File: src/rtl/iob_cache_axi_read_responder.sv
// AXI4 read-channel responder backed by a 1-cycle-latency synchronous RAM.
// Accepts one AR burst at a time (IDLE/BURST) and streams R beats through a
// 2-entry buffer. A RAM word still in flight is presented straight to R
// (bypass), so a burst runs at 1 beat/cycle when rready stays high.
// Optional build macro IOB_CACHE_AXI_RSP_RANGE_CHK_EN: bursts that fall
// outside MEM_DEPTH words return DECERR beats and never touch the RAM.
module iob_cache_axi_read_responder #(
    parameter int AXI_ID_W   = 1,
    parameter int AXI_ADDR_W = 24,
    parameter int AXI_DATA_W = 32,
    parameter int AXI_LEN_W  = 8,
    parameter int MEM_DEPTH  = 2**16,
    localparam int NBYTES_W   = $clog2(AXI_DATA_W/8),
    localparam int MEM_ADDR_W = AXI_ADDR_W - NBYTES_W
) (
    input  logic                  clk_i,
    input  logic                  reset_i,
    input  logic [AXI_ID_W-1:0]   axi_arid_i,
    input  logic [AXI_ADDR_W-1:0] axi_araddr_i,
    input  logic [AXI_LEN_W-1:0]  axi_arlen_i,
    input  logic [2:0]            axi_arsize_i,
    input  logic [1:0]            axi_arburst_i,
    input  logic                  axi_arvalid_i,
    output logic                  axi_arready_o,
    output logic [AXI_ID_W-1:0]   axi_rid_o,
    output logic [AXI_DATA_W-1:0] axi_rdata_o,
    output logic [1:0]            axi_rresp_o,
    output logic                  axi_rlast_o,
    output logic                  axi_rvalid_o,
    input  logic                  axi_rready_i,
    output logic                  mem_en_o,
    output logic [MEM_ADDR_W-1:0] mem_addr_o,
    input  logic [AXI_DATA_W-1:0] mem_rdata_i
);

    typedef enum logic {IDLE = 1'b0, BURST = 1'b1} state_t;

    typedef struct packed {
        logic [AXI_DATA_W-1:0] data;
        logic [1:0]            resp;
        logic                  last;
    } beat_t;

    state_t                state_q;
    logic                  arready_q;
    logic [AXI_ID_W-1:0]   id_q;
    logic [MEM_ADDR_W-1:0] addr_q;
    logic [MEM_ADDR_W-1:0] mask_q;      // bits of the address that advance
    logic [AXI_LEN_W:0]    left_q;      // beats still to be issued to RAM
    logic                  pend_q;      // RAM read in flight, data on mem_rdata_i
    logic                  pend_last_q;
    logic                  err_q;

    beat_t                 fifo_q [2];
    logic                  rd_ptr_q, wr_ptr_q;
    logic [1:0]            cnt_q;

    logic [MEM_ADDR_W-1:0] ar_word, ar_mask, addr_nxt;
    logic                  ar_hs, issue, fifo_vld, rvalid, pop, fifo_pop, push, done;
    beat_t                 pend_beat, head;

    assign ar_word = axi_araddr_i[AXI_ADDR_W-1:NBYTES_W];
    assign ar_hs   = (state_q == IDLE) & arready_q & axi_arvalid_i;

    // Address-advance mask: FIXED holds, valid WRAP cycles the low bits,
    // everything else (INCR, 2'b11, odd WRAP lengths) increments fully.
    always_comb begin
        ar_mask = '1;
        if (axi_arburst_i == 2'b00) begin
            ar_mask = '0;
        end else if (axi_arburst_i == 2'b10 &&
                     (axi_arlen_i == AXI_LEN_W'(1) || axi_arlen_i == AXI_LEN_W'(3) ||
                      axi_arlen_i == AXI_LEN_W'(7) || axi_arlen_i == AXI_LEN_W'(15))) begin
            ar_mask = MEM_ADDR_W'(axi_arlen_i);
        end
    end

    assign addr_nxt = (addr_q & ~mask_q) | ((addr_q + MEM_ADDR_W'(1)) & mask_q);

    // Issue only while buffer + in-flight leaves room for the returning word.
    assign issue = (state_q == BURST) && (left_q != '0) &&
                   ((cnt_q + {1'b0, pend_q}) < 2'd2);

    assign pend_beat.data = err_q ? '0 : mem_rdata_i;
    assign pend_beat.resp = err_q ? 2'b11 : 2'b00;
    assign pend_beat.last = pend_last_q;

    assign fifo_vld = (cnt_q != 2'd0);
    assign rvalid   = fifo_vld | pend_q;
    assign head     = fifo_vld ? fifo_q[rd_ptr_q] : pend_beat;
    assign pop      = rvalid & axi_rready_i;
    assign fifo_pop = pop & fifo_vld;
    // The in-flight word is buffered unless it leaves via the bypass now.
    assign push     = pend_q & ~(pop & ~fifo_vld);
    assign done     = pop & head.last;

    assign axi_arready_o = arready_q;
    assign axi_rid_o     = id_q;
    assign axi_rvalid_o  = rvalid;
    assign axi_rdata_o   = rvalid ? head.data : '0;
    assign axi_rresp_o   = rvalid ? head.resp : 2'b00;
    assign axi_rlast_o   = rvalid & head.last;
    assign mem_en_o      = issue & ~err_q;
    assign mem_addr_o    = addr_q;

    // Burst control: AR acceptance, address walk, RAM read tracking.
    always_ff @(posedge clk_i or posedge reset_i) begin
        if (reset_i) begin
            state_q     <= IDLE;
            arready_q   <= 1'b0;
            id_q        <= '0;
            addr_q      <= '0;
            mask_q      <= '0;
            left_q      <= '0;
            pend_q      <= 1'b0;
            pend_last_q <= 1'b0;
        end else begin
            pend_q      <= issue;
            pend_last_q <= issue && (left_q == (AXI_LEN_W+1)'(1));
            case (state_q)
                IDLE: begin
                    if (ar_hs) begin
                        state_q   <= BURST;
                        arready_q <= 1'b0;
                        id_q      <= axi_arid_i;
                        addr_q    <= ar_word;
                        mask_q    <= ar_mask;
                        left_q    <= {1'b0, axi_arlen_i} + (AXI_LEN_W+1)'(1);
                    end else begin
                        arready_q <= 1'b1;
                    end
                end
                BURST: begin
                    if (issue) begin
                        addr_q <= addr_nxt;
                        left_q <= left_q - (AXI_LEN_W+1)'(1);
                    end
                    if (done) begin
                        state_q   <= IDLE;
                        arready_q <= 1'b1;
                    end
                end
                default: state_q <= IDLE;
            endcase
        end
    end

    // Two-entry beat buffer; push and pop together leave occupancy unchanged.
    always_ff @(posedge clk_i or posedge reset_i) begin
        if (reset_i) begin
            fifo_q[0] <= '0;
            fifo_q[1] <= '0;
            rd_ptr_q  <= 1'b0;
            wr_ptr_q  <= 1'b0;
            cnt_q     <= 2'd0;
        end else begin
            if (push) begin
                fifo_q[wr_ptr_q] <= pend_beat;
                wr_ptr_q         <= ~wr_ptr_q;
            end
            if (fifo_pop) begin
                rd_ptr_q <= ~rd_ptr_q;
            end
            cnt_q <= cnt_q + {1'b0, push} - {1'b0, fifo_pop};
        end
    end

`ifdef IOB_CACHE_AXI_RSP_RANGE_CHK_EN
    logic [MEM_ADDR_W:0] ar_end;
    logic                ar_flag;

    assign ar_end  = {1'b0, ar_word} + (MEM_ADDR_W+1)'(axi_arlen_i);
    assign ar_flag = (64'(ar_word) >= 64'(MEM_DEPTH)) ||
                     ((ar_mask == '1) && (64'(ar_end) >= 64'(MEM_DEPTH)));

    // Out-of-range flag is captured once per burst at AR acceptance.
    always_ff @(posedge clk_i or posedge reset_i) begin
        if (reset_i) begin
            err_q <= 1'b0;
        end else if (ar_hs) begin
            err_q <= ar_flag;
        end
    end
`else
    assign err_q = 1'b0;
`endif

    // Beat size is always full width; byte offset bits carry no meaning here.
    logic unused_ok;
    assign unused_ok = &{1'b0, axi_arsize_i, axi_araddr_i, MEM_DEPTH[0]};

endmodule

File: config.mk
export PLATFORM = sky130hd
export DESIGN_NAME = iob_cache_axi_read_responder
export DESIGN_NICKNAME = d
export VERILOG_FILES = /design/src/rtl/iob_cache_axi_read_responder.sv
export SDC_FILE = /design/constraint.sdc
export NUM_CORES = 1
export LEC_CHECK = 0
export BUFFER_PORTS_ARGS = -buffer_cell sky130_fd_sc_hd__buf_2
export CELL_PAD_IN_SITES_DETAIL_PLACEMENT = 0
export CELL_PAD_IN_SITES_GLOBAL_PLACEMENT = 2
export CORE_UTILIZATION = 34
export CTS_CLUSTER_SIZE = 20
export DETAILED_ROUTE_END_ITERATION = 8
export GPL_TIMING_DRIVEN = 0
export PLACE_DENSITY = 0.84
export SYNTH_ARGS = -nofsm -noshare
export SYNTH_HDL_FRONTEND = slang
export SYNTH_SLANG_ARGS = --single-unit
File: constraint.sdc
create_clock -name clk_i -period 5.7 [get_ports clk_i]
set_clock_uncertainty 0.1 [all_clocks]
set_input_delay 1.14 -clock clk_i [delete_from_list [all_inputs] [get_ports clk_i]]
set_output_delay 1.14 -clock clk_i [all_outputs]
set_load 0.05 [all_outputs]
Word level (Yosys, flattened, before mapping)
Index checks and enable logic that the tools add are counted.
{ "word_totals": {"register_bits": 132, "output_inout_bits": 61, "word_cells": 92} }
{ "classes": {"add_sub_neg": 6, "order_cmp": 4, "eq_ne": 9, "muxes": 23, "n_bitwise": 20, "reduce_logical": 13} }
{ "op_table": {"columns": ["operator", "n"], "rows": [
  ["2-to-1 mux 35 bit", 5],
  ["2-to-1 mux 22 bit", 4],
  ["bitwise mux 70 bit", 1],
  ["AND 22 bit", 2],
  ["case mux 22 bit (2 select lines)", 1],
  ["demux 35 bit (select 1 bit)", 1],
  ["2-to-1 mux 32 bit", 1],
  ["adder 22 x 1 -> 22 bit (second input constant)", 1],
  ["NOT 22 bit", 1],
  ["bitwise OR 22 bit", 1],
  ["2-to-1 mux 9 bit", 2],
  ["case mux 9 bit (2 select lines)", 1],
  ["adder 8 x 1 -> 9 bit (second input constant)", 1],
  ["equality test 9 x 1 -> 1 bit (second input constant)", 1],
  ["nonzero test 9 bit", 1],
  ["subtractor 9 x 1 -> 9 bit (second input constant)", 1],
  ["AND 1 bit", 8],
  ["equality test 8 x 1 -> 1 bit (second input constant)", 1],
  ["equality test 8 x 2 -> 1 bit (second input constant)", 1],
  ["equality test 8 x 3 -> 1 bit (second input constant)", 1],
  ["equality test 8 x 4 -> 1 bit (second input constant)", 1],
  ["logical AND 1 bit", 5],
  ["NOT 1 bit", 5],
  ["adder 2 x 1 -> 2 bit", 2],
  ["16 further kinds", 26]
]} }

Depth between registers and ports, before layout
{ "depth": {"ltp_word": 8, "ltp_mapped": 9, "depth_no_buf": 7} }

Worst setup path before layout
Ideal clock, no wire load.
{ "synth_path": {"path_kind": "register to output", "from": "register rd_ptr_q", "to": "output axi_rdata_o[10]", "arrival_ns": 2.070, "setup_slack_ns": 2.390, "path_stages_with_launch": 5, "path_buffers": 2, "cell_sequence": "dfrtp_1 > clkbuf_1 > buf_2 > mux2i_1 > o21ai_0"} }
{ "synth_between": {"elab_chain_len": 6} }
{ "synth_rtl": {"columns": ["element", "line", "source"], "rows": [
  ["start, declared", "55", "logic rd_ptr_q, wr_ptr_q;"],
  ["start signal, assigned", "162", "rd_ptr_q <= ~rd_ptr_q;"],
  ["NOT 1 -> 2 bit (not written as such)", "90", "assign head = fifo_vld ? fifo_q[rd_ptr_q] : pend_beat;"],
  ["2-to-1 mux 35 bit (not written as such) (3 in a row)", "90", null],
  ["2-to-1 mux 35 bit", "90", null],
  ["2-to-1 mux 32 bit", "100", "assign axi_rdata_o = rvalid ? head.data : '0;"],
  ["end, declared", "26", "output logic [AXI_DATA_W-1:0] axi_rdata_o,"]
]} }
No other way between the ends. The select of a mux whose other input is x is not followed.

Final worst setup path
{ "layout_path": {"from": "register cnt_q[1]", "to": "output axi_rdata_o[8]"} }
{ "layout_between": {"elab_chain_len": 3} }
{ "layout_rtl": {"columns": ["element", "line", "source"], "rows": [
  ["start, declared", "56", "logic [1:0] cnt_q;"],
  ["start signal, assigned", "164", "cnt_q <= cnt_q + {1'b0, push} - {1'b0, fifo_pop};"],
  ["nonzero test 2 bit (*)", "88", "assign fifo_vld = (cnt_q != 2'd0);"],
  ["2-to-1 mux 35 bit or bitwise OR 1 bit (tied branches)", "90, 89", null],
  ["2-to-1 mux 32 bit (*)", "100", null]
]} }
Mark *: on every way between the ends. The rest lies on a longest branch, timed or not.

==> metrics.yaml <==
status: "complete, no violations"
wire_length_of_the_first_global_routing_pass_microns: 27900
globalRoute.totalOverflow: 0
cp_common_cell: "clkbuf_1"
max_freq_mhz: 264
fill_cells: 1756
finalCriticalPeriod_ns: 3.79
cts_post_setup_buffers_inserted: 0
cp_num_buf_inv: 3
number_of_enable_flip_flop_cells_after_synthesis: 0
die_height_microns: 137
placementRows: 49
cts-hold-fix-buffers: 0
ant_nets: 0
yosysWarningCount: 0
yosysUniqueCellTypes: 62
report.final.setup_viol: 0
hold_viol_final: 0
viasPerCell: 5.46
design.core.area_sq_um: 18000
tritoncts: "done"
diodes: 0
detailroute.via_count: 5423
post-route-drc-count: 0
grt_max_degree: 70
final.period_utilization: 0.664
antenna_found_initial: 0
finish.net_count: 832
htreeDepth: 4
setup_tns_ns: 0
dpl_cell_area_sq_um: 7190
hold_path_startpoint: "wr_ptr_q"
layout.core_utilization: 0.435
most-common-layout-cells: "139 x buf_2, 115 x dfrtp_1, 67 x mux2_2"
layout-drive-gt1-share: 0.341
gp_congestion: 0.841
synth_sequential_area_ratio: 0.462
ctsLongestPathBuffers: 2
worst-endpoint-required_ns: 4.46
post-dp-hpwl_microns: 12700
cts_resized: 0
synth_seq_cells: 115
crit_fanout: 10
cts_made_buffers: 17
synthesis.area_per_instance_sq_um: 10.3
cp_max_stage_delay_ns: 0.46
ctsRootBufferMaster: "clkbuf_16"
grt_setup_unrepaired: "no"
portBuffers: 127
total_count_of_max_transition_violations_in_the_final_report: 0
critical-path-top-delay-family: "buffers and inverters"
min_path_type: "flip-flop to flip-flop"
timing.critical_path.cells: "nor2_1 > clkbuf_1 > clkbuf_1 > nand3_1 > o21ai_0 > buf_2"
worstSetupStartpoint: "cnt_q[1]"
worstSkewPairLatency_ns: 0.42
postSynth.asyncResetShare: 1.00
final_design_area_no_fill_sq_um: 7810
most_frequent_standard_cell_in_the_layout_excluding_fill_and_tap_cells: "buf_2"
criticalPathCategory: "flip-flop to output pin"
end_kind: "output pin"
design.portCount: 135
detail_route.first_pass.iterations: 5
die_x_microns: 137
netlist_area_sq_um: 6230
sink_count_of_the_clock_tree: 115
timing.max_cap.violations: 0
tightest_slew_margin_relative_to_the_limit: 0.527
drt_wl_total_microns: 17600
worstPathArrival_ns: 2.55
critPathSlowestCell: "clkbuf_1"
area_growth_pct: 25.2
drt-wirelength-per-cell_microns: 17.7
synth_top_flop_cell: "dfrtp_1"
slew_at_the_pin_closest_to_its_max_slew_limit_ns: 0.710
initial_core_util: 0.347
drt_first_iter_violations: 247
groute.usage.overall: 0.195
cp-start-kind: "flip-flop"
reg2reg_setup_slack_ns: 3.30
via_count_of_the_first_global_routing_pass: 5322
die-area_sq_um: 18900
regToRegStartpoint: "left_q[0]"
synth_cells: 604
worst_setup_hold_path_clk_slew_ns: 0.06
-- synth_stat cells, drive strengths merged, types with 2 or more instances --
library cell / number / area [sq um]
a21o: 6 / 46.3
a21oi: 39 / 203
a22o: 2 / 17.5
a31oi: 6 / 37.5
and2: 2 / 12.5
and3: 9 / 57.6
and4: 2 / 20.0
buf: 21 / 124
clkbuf: 22 / 143
dfrtp: 115 / 2880
ha: 6 / 75.1
inv: 11 / 41.3
mux2: 67 / 754
mux2i: 36 / 360
nand2: 44 / 165
nand2b: 3 / 18.8
nand3: 57 / 285
nand4: 8 / 65.1
nor2: 17 / 63.8
nor2b: 2 / 12.5
nor3: 7 / 35.0
nor3b: 2 / 15.0
nor4: 5 / 46.3
o211ai: 9 / 67.6
o21a: 2 / 15.0
o21ai: 53 / 269
o22ai: 12 / 75.1
o2bb2a: 2 / 20.0
o31ai: 2 / 15.0
o32ai: 4 / 35.0
o41ai: 2 / 17.5
or3: 4 / 25.0
or4: 2 / 18.8
xnor2: 7 / 61.3
xor2: 2 / 17.5
-- final cells by class --
class | count | area (sq um) | area share
Multi-Input combinational cell | 436 | 3050 | 0.391
Sequential cell | 115 | 2880 | 0.369
Timing Repair Buffer | 128 | 663 | 0.0849
Clock buffer | 21 | 460 | 0.0590
Tap cell | 229 | 287 | 0.0367
Buffer | 43 | 267 | 0.0341
Clock inverter | 11 | 154 | 0.0197
Inverter | 11 | 46.3 | 0.00593
-- layer usage --
layer | routed length (microns) | vias up | part of all wire | track usage
li1 | - | 2534 | - | -
met1 | 8070 | 2693 | 0.46 | 0.253
met3 | 894 | 22 | 0.051 | 0.0423
met2 | 8420 | 174 | 0.48 | 0.319
met5 | 0 | - | 0 | 0
met4 | 250 | 0 | 0.014 | 0.0659
-- worst reg2reg max path, cell delays in order, from the launching register on --
cell       delay (ns)
dfrtp_1          0.43
inv_1            0.10
ha_1             0.26
nor4b_1          0.30
nand2_1          0.24
a21oi_1          0.33
buf_2            0.29
a21oi_1          0.07
a2bb2oi_1        0.16
-- cell families after synthesis --
| family | share of synthesized area |
|---|---|
| AOI/OAI and AO/OA | 0.146 |
| xor gates and xnor gates | 0.0126 |
| adders and majority gates | 0.0120 |
| buffers and inverters | 0.0494 |
| DFF | 0.462 |
| muxes | 0.179 |
| other | 0.000601 |
| and+or+nand+nor | 0.139 |
-- worst paths after layout --
check,cells past startpoint,end
max in group asynchronous,3,fifo_q[61]
worst max register to register,8,flip-flop
worst min-delay path,1,wr_ptr_q
min in group asynchronous,2,axi_rid_o
worst min register to register,1,wr_ptr_q
worst max-delay path,6,axi_rdata_o[8]
-- metrics by stage --
step / hold WS [ns] / cells / setup WS (ns)
final: 0.396 / 994 / 1.91
after global routing: 0.414 / 994 / 1.68
after CTS: 0.401 / 994 / 1.88
after detailed placement: 0.393 / 962 / 2.32
after global placement: 0.385 / 961 / -0.000695
after floorplan: 0.368 / 605 / 1.42
Power is not shown: default switching activity piles up to over one toggle a cycle in this logic, so the estimate is an artifact.
